### src/rtl/fifo_ptr_flags.sv
// FIFO pointer/status controller: owns wr/rd pointers, registered full/empty/almost flags, count, sticky errors.
// Flags and count reflect an accepted op one edge later; writes at full and reads at empty are refused (wr_ok/rd_ok low).
module fifo_ptr_flags #(
    parameter int ADDR = 5
) (
    input  logic            clk,
    input  logic            rst_n,
    input  logic            wr_en,
    input  logic            rd_en,
    input  logic [ADDR:0]   af_thresh,
    input  logic [ADDR:0]   ae_thresh,
    input  logic            clr_err,
    output logic            wr_ok,
    output logic            rd_ok,
    output logic [ADDR-1:0] waddr,
    output logic [ADDR-1:0] raddr,
    output logic [ADDR:0]   count,
    output logic            full,
    output logic            empty,
    output logic            almost_full,
    output logic            almost_empty,
    output logic            overflow,
    output logic            underflow
);

    logic [ADDR:0] wptr;
    logic [ADDR:0] rptr;
    logic [ADDR:0] wptr_n;
    logic [ADDR:0] rptr_n;
    logic [ADDR:0] count_n;
    logic          full_n;
    logic          empty_n;

    // Accept decisions use only registered flags, so there is no path from enables to flags.
    assign wr_ok = wr_en & ~full;
    assign rd_ok = rd_en & ~empty;
    assign waddr = wptr[ADDR-1:0];
    assign raddr = rptr[ADDR-1:0];

    always_comb begin
        wptr_n  = wptr + {{ADDR{1'b0}}, wr_ok};
        rptr_n  = rptr + {{ADDR{1'b0}}, rd_ok};
        count_n = wptr_n - rptr_n;
        empty_n = (wptr_n == rptr_n);
        // Extra MSB distinguishes a full wrap from empty when the addresses match.
        full_n  = (wptr_n[ADDR] != rptr_n[ADDR]) && (wptr_n[ADDR-1:0] == rptr_n[ADDR-1:0]);
    end

    always_ff @(posedge clk or negedge rst_n) begin
        if (!rst_n) begin
            wptr         <= '0;
            rptr         <= '0;
            count        <= '0;
            full         <= 1'b0;
            empty        <= 1'b1;
            almost_full  <= 1'b0;
            almost_empty <= 1'b1;
            overflow     <= 1'b0;
            underflow    <= 1'b0;
        end else begin
            wptr         <= wptr_n;
            rptr         <= rptr_n;
            count        <= count_n;
            full         <= full_n;
            empty        <= empty_n;
            almost_full  <= (count_n >= af_thresh);
            almost_empty <= (count_n <= ae_thresh);
            // A new error event takes priority over a clear on the same edge.
            overflow     <= (wr_en & full)  | (overflow  & ~clr_err);
            underflow    <= (rd_en & empty) | (underflow & ~clr_err);
        end
    end

endmodule

### config.mk
export PLATFORM = sky130hd
export DESIGN_NAME = fifo_ptr_flags
export DESIGN_NICKNAME = d
export VERILOG_FILES = /design/src/rtl/fifo_ptr_flags.sv
export SDC_FILE = /design/constraint.sdc
export NUM_CORES = 1
export LEC_CHECK = 0
export ABC_AREA = 1
export CELL_PAD_IN_SITES_DETAIL_PLACEMENT = 0
export CELL_PAD_IN_SITES_GLOBAL_PLACEMENT = 1
export CORE_MARGIN = 2
export CORE_UTILIZATION = 37
export CTS_BUF_LIST = sky130_fd_sc_hd__clkbuf_8
export DETAILED_ROUTE_END_ITERATION = 10
export PLACE_DENSITY_LB_ADDON = 0.1
export SETUP_SLACK_MARGIN = 0.02
export SKIP_CTS_REPAIR_TIMING = 1
export SYNTH_ARGS = -nofsm -noshare
export SYNTH_HDL_FRONTEND = slang
export SYNTH_SLANG_ARGS = --single-unit
### constraint.sdc
create_clock -name clk -period 3.2 [get_ports clk]
set_input_delay 0.64 -clock clk [delete_from_list [all_inputs] [get_ports clk]]
set_output_delay 0.64 -clock clk [all_outputs]
set_load 0.01 [all_outputs]
==> out/qor.csv <==
stage,metric,value,unit
place,HPWL Detailed,2.84,mm
die,Starting Density,39.1,%
sta,Slew @ Worst Pin,326,ps
drt,routed via count,1361,
setup_path,worst reg-to-reg setup slack,520,ps
die,core area,0.00406,mm^2
cts,clock sinks,24,
sta,fin crit share,86.3,%
drt,1st-iter DRT viols,51,
sta,clk_skew,1.91,ps
run_status,status,"finished, final reports clean",
final_layout,multi-input logic area,906,um^2
setup_path,Critical Path Sink Type,register,
die,DIE AREA,0.00483,mm^2
global_routing,largest net degree at the start of global routing,25,
sta,post-layout min period,2760,ps
drt,drc violations,0,
cts,Worst-path clk slew,90,ps
global_routing,vias in the first global route,1323,
setup_path,WP data arrival,2960,ps
synthesis,Post-Synthesis Cells,194,
setup_path,CP most frequent cell,nand2_1,
cts,CTS Buf Count,3,
sta,Final setup viols,0,
global_routing,GRT Util Overall,15.2,%
setup_path,CP startpoint,wr_en,
die,Ports,41,
sta,RSZ-0062 raised after global routing,false,
die,cell row count,23,
place,routability cong.,0.866,
run,max_cap viols,0,
setup_path,worst path cell trace,dlymetal6s2s_1 -> inv_1 -> nor2_2 -> ha_2 -> buf_4 -> buf_4 -> nand4_1 -> nor2_1 -> nand2_1 -> nand2_1 -> nand2_1 -> nand2_2 -> inv_2 -> nand2_2 -> nand2_4 -> ha_4 -> nand2_1 -> inv_1 -> nand3_1 -> o211ai_1 -> o21ai_1,
setup_path,critical path class,in2reg,
global_routing,global-route wire length before repair,5.89,mm
drt,post-DR wirelength/cell,12.3,um
synthesis,Post-Syn Area,0.00159,mm^2
setup_path,CP max-delay cell,ha_4,
drt,Routed Antenna Nets,0,
synthesis,Synth Register Bits,24,
setup_path,reg-to-reg startpoint,empty,
setup_path,critical-path maximum fanout,3,
synthesis,syn avg cell area,8.18,um^2
sta,final count of hold timing violations,0,
setup_path,Critical Path Source Type,input pin,
setup_path,WP buf/inv,6,
worst_hold_path,worst hold start,overflow,
cts,H-tree depth,1,
setup_path,CP peak stage delay,270,ps
synthesis,Post-Syn Nets,230,
global_routing,total gr overflow,0,
global_routing,initial antenna violation count,0,
worst_hold_path,worst min-delay path category,reg2reg,
setup_path,Critical R2R Capture,almost_empty,
sta,Rel. slew slack,78.3,%
synthesis,sequential area share after synthesis,38.0,%
synthesis,Synth Warn #,0,
place,Area after DPL,0.00206,mm^2
sta,Max Fclk,362,MHz
setup_path,Top Family by Delay on Critical Path,simple AND/OR/NAND/NOR gates,
final_layout,antenna diode count,0,
drt,Pre-Repair DR Iteration Count,4,
final_layout,fillers,380,
worst_hold_path,Hold Path Sink,overflow,
setup_path,worst endpoint required time,3390,ps
final_layout,Area Overhead vs Synth,46.5,%
cts,clock root cell,clkbuf_8,
die,Die Y,69.5,um
place,IO Port Bufs,40,
cts,Worst-Skew Late Latency,260,ps
final_layout,layout cells sized above 1,28.2,%
sta,max-slew violations,0,
cts,clk buf depth,2,
final_layout,fin nets,282,
setup_path,reg2reg path depth,15,
final_layout,register area,603,um^2
cts,CTS tree,built,
synthesis,Yosys cell types,23,
final_layout,design area,0.00232,mm^2
worst_hold_path,hold depth,2,
drt,Vias/cell,4.61,
die,die width,69.5,um
drt,total wire length,3.63,mm
final cells by class:
cell class / count / area share (%)
tap: 50 / 2.69
multi-input combinational: 116 / 39.0
timing repair buffer: 57 / 22.9
clock buffer: 4 / 2.37
inverter: 44 / 7.10
sequential: 24 / 25.9
worst max-delay path by stage:
stage / endpoint / slack [ps] / cells past startpoint
6_report: almost_empty / 440 / 21
5_1_grt: almost_empty / 280 / 18
4_1_cts: almost_empty / -240 / 15
3_5_place_dp: almost_empty / -510 / 15
3_3_place_gp: almost_empty / -410 / 16
2_1_floorplan: almost_empty / 150 / 18
logic make-up (layout without fill, tap and decap cells):
logic type,after synthesis,in the layout,share of synthesized area [%]
AOI/OAI and AO/OA,17,17,6.62
xor gates and xnor gates,3,3,1.66
adders and majority gates,19,19,15.5
buffers and inverters,54,105,15.1
DFF,24,24,38.0
and+or+nand+nor,77,77,23.1
registers in the layout, indices dropped and copies added, names as in the netlist:
signal	cells
almost_full	1
full	1
empty	1
rptr	6
almost_empty	1
underflow	1
overflow	1
count	6
wptr	6
worst min-delay path, stage by stage (launching register included):
cell and delay, ps:
dfrtp_1 380, inv_1 60, o21ai_0 60
synthesized netlist by cell type:
cell | n | share of area (%)
nor2_1 | 12 | 2.8
dfrtp_1 | 22 | 35
buf_4 | 10 | 4.7
nand2_2 | 7 | 2.8
o21ai_0 | 6 | 1.9
xnor2_1 | 1 | 0.55
o2111ai_1 | 1 | 0.55
inv_1 | 44 | 10
nand4_1 | 7 | 2.8
dfstp_2 | 2 | 3.3
a21oi_2 | 2 | 1.1
nand3_1 | 8 | 2.5
nand2_1 | 37 | 8.8
o211ai_1 | 2 | 0.95
nor2_2 | 2 | 0.79
xor2_1 | 2 | 1.1
nand2_4 | 1 | 0.71
o21ai_2 | 1 | 0.55
nand3_2 | 2 | 1.3
ha_1 | 18 | 14
a21oi_1 | 5 | 1.6
fa_1 | 1 | 1.3
nor2_4 | 1 | 0.71
per-layer routing:
layer	vias up	GRT usage (%)	share of wire, %
li1	697	-	-
met1	636	20.1	47
met2	26	25.9	48
met3	2	2.47	3.8
met4	0	3.92	0.47
met5	-	0	0
cell usage in the layout, fill, tap and decap left out, drive strengths merged, types with 7 or more instances in the layout:
| cell | count |
|---|---|
| a21oi | 7 |
| buf | 17 |
| clkdlybuf4s50 | 38 |
| dfrtp | 22 |
| ha | 18 |
| inv | 44 |
| nand2 | 45 |
| nand3 | 10 |
| nand4 | 7 |
| nor2 | 15 |
| o21ai | 7 |
per-stage QoR:
step                util [%]  hold WS, ps  cells  setup WS [ps]  setup TNS, ps
detailed placement      50.7          524    285           -514           -946
CTS                     52.1          538    289           -240           -412
global placement        50.7          517    285           -406           -780
global route            57.3          569    295            276              0
floorplan                  -          344    194            153              0
finish                  57.3          534    295            437              0
Power is left out: the tool's default activity adds up to more than one toggle a clock period on the data nets, which glitch-free logic cannot reach.
